**config.mk**
```make
export PLATFORM = sky130hd
export DESIGN_NAME = vpu_exec_dispatch
export DESIGN_NICKNAME = d
export VERILOG_FILES = /design/src/rtl/vpu_exec_dispatch.sv
export SDC_FILE = /design/constraint.sdc
export NUM_CORES = 2
export LEC_CHECK = 0
export CAP_MARGIN = 20
export CORE_AREA = 2 2 612 614
export DETAILED_ROUTE_END_ITERATION = 10
export DIE_AREA = 0 0 614 616
export PLACE_DENSITY = 0.3
export SLEW_MARGIN = 20
export SYNTH_ARGS = -nofsm -noshare
export SYNTH_HDL_FRONTEND = slang
export SYNTH_SLANG_ARGS = --single-unit
```
**constraint.sdc**
```tcl
create_clock -name clk -period 1.9 [get_ports clk]
set_input_delay 0.38 -clock clk [delete_from_list [all_inputs] [get_ports clk]]
set_output_delay 0.38 -clock clk [all_outputs]
set_load 0.005 [all_outputs]
```
**src/rtl/vpu_exec_dispatch.sv**
```systemverilog
`default_nettype none
// ============================================================================
// Module      : vpu_exec_dispatch
// Description : Issue-side controller for the VPU execution datapath: collects
//               command operands, pulses the exec unit and returns its result.
// Revision    : 1.0 - initial release
// ============================================================================
module vpu_exec_dispatch #(
    parameter int DWIDTH  = 256,
    parameter int SRC_CNT = 3,
    parameter int OPF_W   = 8,
    parameter int DELAY_W = 5
) (
    input  logic                           clk,
    input  logic                           rst,
    input  logic                           cmd_valid_i,
    output logic                           cmd_ready_o,
    input  logic [OPF_W-1:0]               cmd_opf_i,
    input  logic [DELAY_W-1:0]             cmd_delay_i,
    input  logic [$clog2(SRC_CNT+1)-1:0]   cmd_src_cnt_i,
    input  logic                           opnd_valid_i,
    output logic                           opnd_ready_o,
    input  logic [DWIDTH-1:0]              opnd_data_i,
    output logic                           start_o,
    output logic [OPF_W-1:0]               op_func_o,
    output logic [DELAY_W-1:0]             delay_o,
    output logic [SRC_CNT*DWIDTH-1:0]      operand_o,
    output logic [SRC_CNT-1:0]             operand_valid_o,
    input  logic                           done_i,
    input  logic [DWIDTH-1:0]              dout_i,
    output logic                           res_valid_o,
    input  logic                           res_ready_i,
    output logic [DWIDTH-1:0]              res_data_o,
    output logic                           res_err_o,
    output logic                           busy_o
);

    localparam int                 c_CNT_W   = $clog2(SRC_CNT + 1);
    localparam logic [c_CNT_W:0]   c_CNT_MAX = (c_CNT_W + 1)'(SRC_CNT);
    localparam logic [c_CNT_W-1:0] c_IDX_ONE = c_CNT_W'(1);
    // Watchdog value in the last WAIT cycle before it saturates at all-ones.
    localparam logic [DELAY_W:0]   c_WD_LAST = {{DELAY_W{1'b1}}, 1'b0};

    typedef enum logic [2:0] {
        S_IDLE    = 3'd0,
        S_COLLECT = 3'd1,
        S_ISSUE   = 3'd2,
        S_WAIT    = 3'd3,
        S_RESP    = 3'd4
    } state_t;

    state_t                      r_state_q,    w_state_d;
    logic [OPF_W-1:0]            r_opf_q,      w_opf_d;
    logic [DELAY_W-1:0]          r_delay_q,    w_delay_d;
    logic [c_CNT_W-1:0]          r_cnt_q,      w_cnt_d;
    logic [c_CNT_W-1:0]          r_idx_q,      w_idx_d;
    logic [SRC_CNT*DWIDTH-1:0]   r_operand_q,  w_operand_d;
    logic [SRC_CNT-1:0]          r_opv_q,      w_opv_d;
    logic [DELAY_W:0]            r_wd_q,       w_wd_d;
    logic [DWIDTH-1:0]           r_res_data_q, w_res_data_d;
    logic                        r_res_err_q,  w_res_err_d;
    logic [c_CNT_W-1:0]          w_cnt_clamped;

    assign w_cnt_clamped = ({1'b0, cmd_src_cnt_i} > c_CNT_MAX) ? c_CNT_W'(SRC_CNT)
                                                               : cmd_src_cnt_i;

    always_comb begin
        w_state_d    = r_state_q;
        w_opf_d      = r_opf_q;
        w_delay_d    = r_delay_q;
        w_cnt_d      = r_cnt_q;
        w_idx_d      = r_idx_q;
        w_operand_d  = r_operand_q;
        w_opv_d      = r_opv_q;
        w_wd_d       = r_wd_q;
        w_res_data_d = r_res_data_q;
        w_res_err_d  = r_res_err_q;

        case (r_state_q)
            S_IDLE: begin
                if (cmd_valid_i) begin
                    w_opf_d   = cmd_opf_i;
                    w_delay_d = cmd_delay_i;
                    w_cnt_d   = w_cnt_clamped;
                    w_opv_d   = '0;
                    w_idx_d   = '0;
                    w_state_d = (w_cnt_clamped != '0) ? S_COLLECT : S_ISSUE;
                end
            end
            S_COLLECT: begin
                if (opnd_valid_i) begin
                    for (int k = 0; k < SRC_CNT; k++) begin
                        if (r_idx_q == c_CNT_W'(k)) begin
                            w_operand_d[k*DWIDTH +: DWIDTH] = opnd_data_i;
                            w_opv_d[k]                      = 1'b1;
                        end
                    end
                    w_idx_d = r_idx_q + c_IDX_ONE;
                    if (r_idx_q == r_cnt_q - c_IDX_ONE) begin
                        w_state_d = S_ISSUE;
                    end
                end
            end
            S_ISSUE: begin
                // done_i is not looked at here: the exec unit reloads its counter on start.
                w_wd_d    = '0;
                w_state_d = S_WAIT;
            end
            S_WAIT: begin
                w_wd_d = r_wd_q + 1'b1;
                if (done_i) begin
                    w_res_data_d = dout_i;
                    w_res_err_d  = 1'b0;
                    w_state_d    = S_RESP;
                end else if (r_wd_q == c_WD_LAST) begin
                    w_res_data_d = dout_i;
                    w_res_err_d  = 1'b1;
                    w_state_d    = S_RESP;
                end
            end
            S_RESP: begin
                if (res_ready_i) begin
                    w_state_d = S_IDLE;
                end
            end
            default: begin
                w_state_d = S_IDLE;
            end
        endcase
    end

    always_ff @(posedge clk) begin
        if (rst) begin
            r_state_q    <= S_IDLE;
            r_opf_q      <= '0;
            r_delay_q    <= '0;
            r_cnt_q      <= '0;
            r_idx_q      <= '0;
            r_operand_q  <= '0;
            r_opv_q      <= '0;
            r_wd_q       <= '0;
            r_res_data_q <= '0;
            r_res_err_q  <= 1'b0;
        end else begin
            r_state_q    <= w_state_d;
            r_opf_q      <= w_opf_d;
            r_delay_q    <= w_delay_d;
            r_cnt_q      <= w_cnt_d;
            r_idx_q      <= w_idx_d;
            r_operand_q  <= w_operand_d;
            r_opv_q      <= w_opv_d;
            r_wd_q       <= w_wd_d;
            r_res_data_q <= w_res_data_d;
            r_res_err_q  <= w_res_err_d;
        end
    end

    assign cmd_ready_o     = (r_state_q == S_IDLE);
    assign opnd_ready_o    = (r_state_q == S_COLLECT);
    assign start_o         = (r_state_q == S_ISSUE);
    assign res_valid_o     = (r_state_q == S_RESP);
    assign busy_o          = (r_state_q != S_IDLE);
    assign op_func_o       = r_opf_q;
    assign delay_o         = r_delay_q;
    assign operand_o       = r_operand_q;
    assign operand_valid_o = r_opv_q;
    assign res_data_o      = r_res_data_q;
    assign res_err_o       = r_res_err_q;

endmodule
`default_nettype wire
```
==> results.cfg <==
[global_routing]
antenna_found_initial = 152
grt_overflow_total = 0
grt_max_degree = 123
grt.total_usage_pct = 14.8
wire_length_of_the_first_global_routing_pass_um = 375000
first_global_vias = 37600

[yosys]
synthCells = 4602
synth.area.top_cells = dfxtp_1 54%, nand2_1 15%, a21oi_1 10%
synth_edf_count = 0
postSynthNetCount = 5140
synth.ff_latch_count = 1054
top_area_cell_type_share_of_the_netlist_area_pct = 53.6
synth_top_area_cell = dfxtp_1
synth.yosys.seq_area_share_pct = 53.6
post_synth.cell_area_avg_um2 = 8.56
ys_async_sr_fraction_pct = 0
synth-warning-count = 0
synthDistinctLibCells = 39
synth.top_cells.by_count = 1,574 x nand2_1, 1,054 x dfxtp_1, 790 x a21oi_1
syn-cell-area_um2 = 39400
synthMostInstantiatedCell = nand2_1
most_used_dff_post_synth = dfxtp_1

[power]
netSwitchingFraction_pct = 27.0
total_leakage_power_uw = 0.0244
seq_power_share_pct = 39.8
clock_power_share_pct = 49.8
p_comb_share_pct = 10.4
irDropWorstVdd_v = 0.000609
power.density_cell_area_nw_per_um2 = 859
total_switching_power_uw = 15500
intPower_uw = 41900

[floorplan]
coreArea_um2 = 371000
start_util_pct = 10.6
die_w_um = 614
floorplan.die.height_um = 616
die_area_um2 = 378000
std_cell_rows = 224
ios = 1579

[drt]
detail-route-antenna-nets = 0
drt_drc_violations_left = 0
detail_route.first_pass.iterations = 5
drt-vias-per-instance = 3.41
finalWirelength_um = 293000
num_vias = 38900
drt-wirelength-per-cell_um = 25.7
detail_route.iter0.violations = 2502

[critical_path]
regToRegEndpoint = res_data_o[191]
timing.critical_path.to_type = output port
startpoint_of_the_worst_setup_timing_path = r_state_q[0]
worstRegToRegCells = 10
critPathRequiredTime_ns = 1.52
crit_end = cmd_ready_o
cp_data_arrival_time_ns = 1.95
setup.reg_to_reg.worst_slack_ns = 0.06
critPathMaxFanout = 4
worst-setup-path-type = flip-flop to output port
critical_path.reg2reg.startpoint = r_wd_q[0]
setup.worst_path.start_class = flip-flop

[timing]
transition_time_at_the_pin_with_the_least_slew_margin_ns = 0.568
fin_worst_hold_slack_ns = 0.100
fin_crit_sh_pct = 122
achievable-frequency_mhz = 430
layout_min_cycle_time_ns = 2.33
finalWorstSetupSlack_ns = -0.426
report.final.hold_viol_count = 0
drv_slew = 0
grt_setup_unrepaired = yes
timing.final.setup_violations = 5
max-slew-margin-rel_pct = 62.0
finalClockSkew_ns = 0.0493
finalSetupTns_ns = -1.71

[place]
placement.setup.worst_slack_ns = -0.467
dp_hpwl_um = 239000
numPortBuffers = 1578
gp_weighted_congestion = 0.956

[clock_tree]
clock_path_buffers = 4
h-tree-depth = 4
clock_latency_on_the_worst_skew_pair_ns = 0.84
clock-root-buffer = clkbuf_16
tritoncts.num_buffers = 149
clock_sinks = 1054
cts.reportedPaths.clkPinSlew_ns = 0.06
cts_tree = built

[finish]
nNetsFinal = 6828
area.growth.synth_to_final_pct = 69.8
final_layout_size_suffix_gt1_share_pct = 21.3
fill_cell_instance_count_of_the_final_layout = 41700

[flow_run]
timing.max_cap.violations = 0

[worst_hold_path]
kind_of_path_behind_the_tightest_hold_check = primary input to flip-flop
min_delay_path_depth = 3

[run_status]
outcome = finished with violations
violated_checks = setup timing
## layout make-up
| cell class | count | area (um2) | share of cell area (%) |
|---|---|---|---|
| tap | 4972 | 6220 | 9.30 |
| clock buffer | 215 | 4370 | 6.53 |
| inverter | 5 | 23.8 | 0.0355 |
| antenna | 42 | 105 | 0.157 |
| timing repair buffer | 1887 | 18000 | 27.0 |
| sequential | 1054 | 21500 | 32.1 |
| multi-input combinational | 3193 | 16200 | 24.2 |
| clock inverter | 43 | 498 | 0.744 |
## cell usage in the layout, fill, tap and decap left out, drive strengths merged, types with 2 or more instances in the layout
cell type and count:
dfxtp 1054, ha 5, nand3 2, clkinv 31, clkinvlp 3, mux2i 257
and2 4, xor2 3, o21a 4, nand2 1574, a21oi 790, inv 10
clkdlybuf4s15 430, nand2b 513, nor3 3, buf 674, dlygate4sd3 2, clkbuf 226
clkdlybuf4s50 531, nor2b 2, bufinv 4, dlygate4sd2 238, or3 2, nor2 15
and3 2, diode 42
## timing repair
item                                   4_1_cts  5_1_grt
pin swaps                                    4        5
endpoints found under the hold margin        2        0
hold buffers                                 2        0
cloned                                       0        6
setup endpoints to repair                 1268      116
gates resized for setup                   3169       47
buffers inserted                             8       20
## worst max-delay path: stages, from the launching register on
cell and delay, ns:
dfxtp_2 0.32, buf_6 0.11, buf_8 0.11, or3_4 0.41, inv_4 0.08, buf_12 0.11
## power by group through the flow
stage | clock [uW] | sequential (uW) | combinational (uW)
4_1_cts | 29800 | 22900 | 6030
5_1_grt | 30600 | 22900 | 6390
3_5_place_dp | 0 | 23400 | 6230
6_report | 28600 | 22900 | 5950
2_1_floorplan | 0 | 23300 | 1790
3_3_place_gp | 0 | 23400 | 6220
## routing by layer
| layer | wire [um] | vias to the layer above | global-route usage [%] |
|---|---|---|---|
| met5 | 554 | - | 0 |
| met4 | 8510 | 86 | 4.53 |
| met2 | 145000 | 1351 | 25.6 |
| met1 | 118000 | 18800 | 17.3 |
| met3 | 21400 | 436 | 4.42 |
| li1 | - | 18300 | - |
## worst min path at each step
stage	slack [ns]	end	from
finish	0.10	res_data_o[25]	rst
global route	0.05	res_data_o[25]	rst
CTS	0.006	delay_o[0]	cmd_delay_i[0]
detailed placement	0.44	operand_o[6]	operand_o[6]
global placement	0.44	operand_o[18]	operand_o[18]
floorplan	0.44	r_cnt_q[0]	r_cnt_q[0]
## metrics by stage
stage	std cells	total power [uW]	util [%]	area, um2
finish	11400	57400	18.0	66900
global route	11400	59900	18.0	66800
CTS	11300	58700	17.9	66300
detailed placement	11100	29600	16.9	62700
global placement	11100	29600	16.9	62700
floorplan	4602	25100	-	39400
## sequential cells by signal (all words and copies together), names as in the netlist
| signal | flops |
|---|---|
| delay_o | 5 |
| r_idx_q | 2 |
| res_err_o | 1 |
| operand_valid_o | 3 |
| operand_o | 768 |
| r_wd_q | 6 |
| r_state_q | 3 |
| r_cnt_q | 2 |
| op_func_o | 8 |
| res_data_o | 256 |
## cell families after synthesis
kind of cell / after synthesis / synth area share [%]
simple gates: 2124 / 23.7
compound gates: 803 / 10.3
fa+ha+maj: 5 / 0.159
buf+inv: 355 / 5.64
xor+xnor: 4 / 0.0890
flops: 1054 / 53.6
mux: 257 / 6.53
Note: power is estimated with default switching activity, not from simulation.
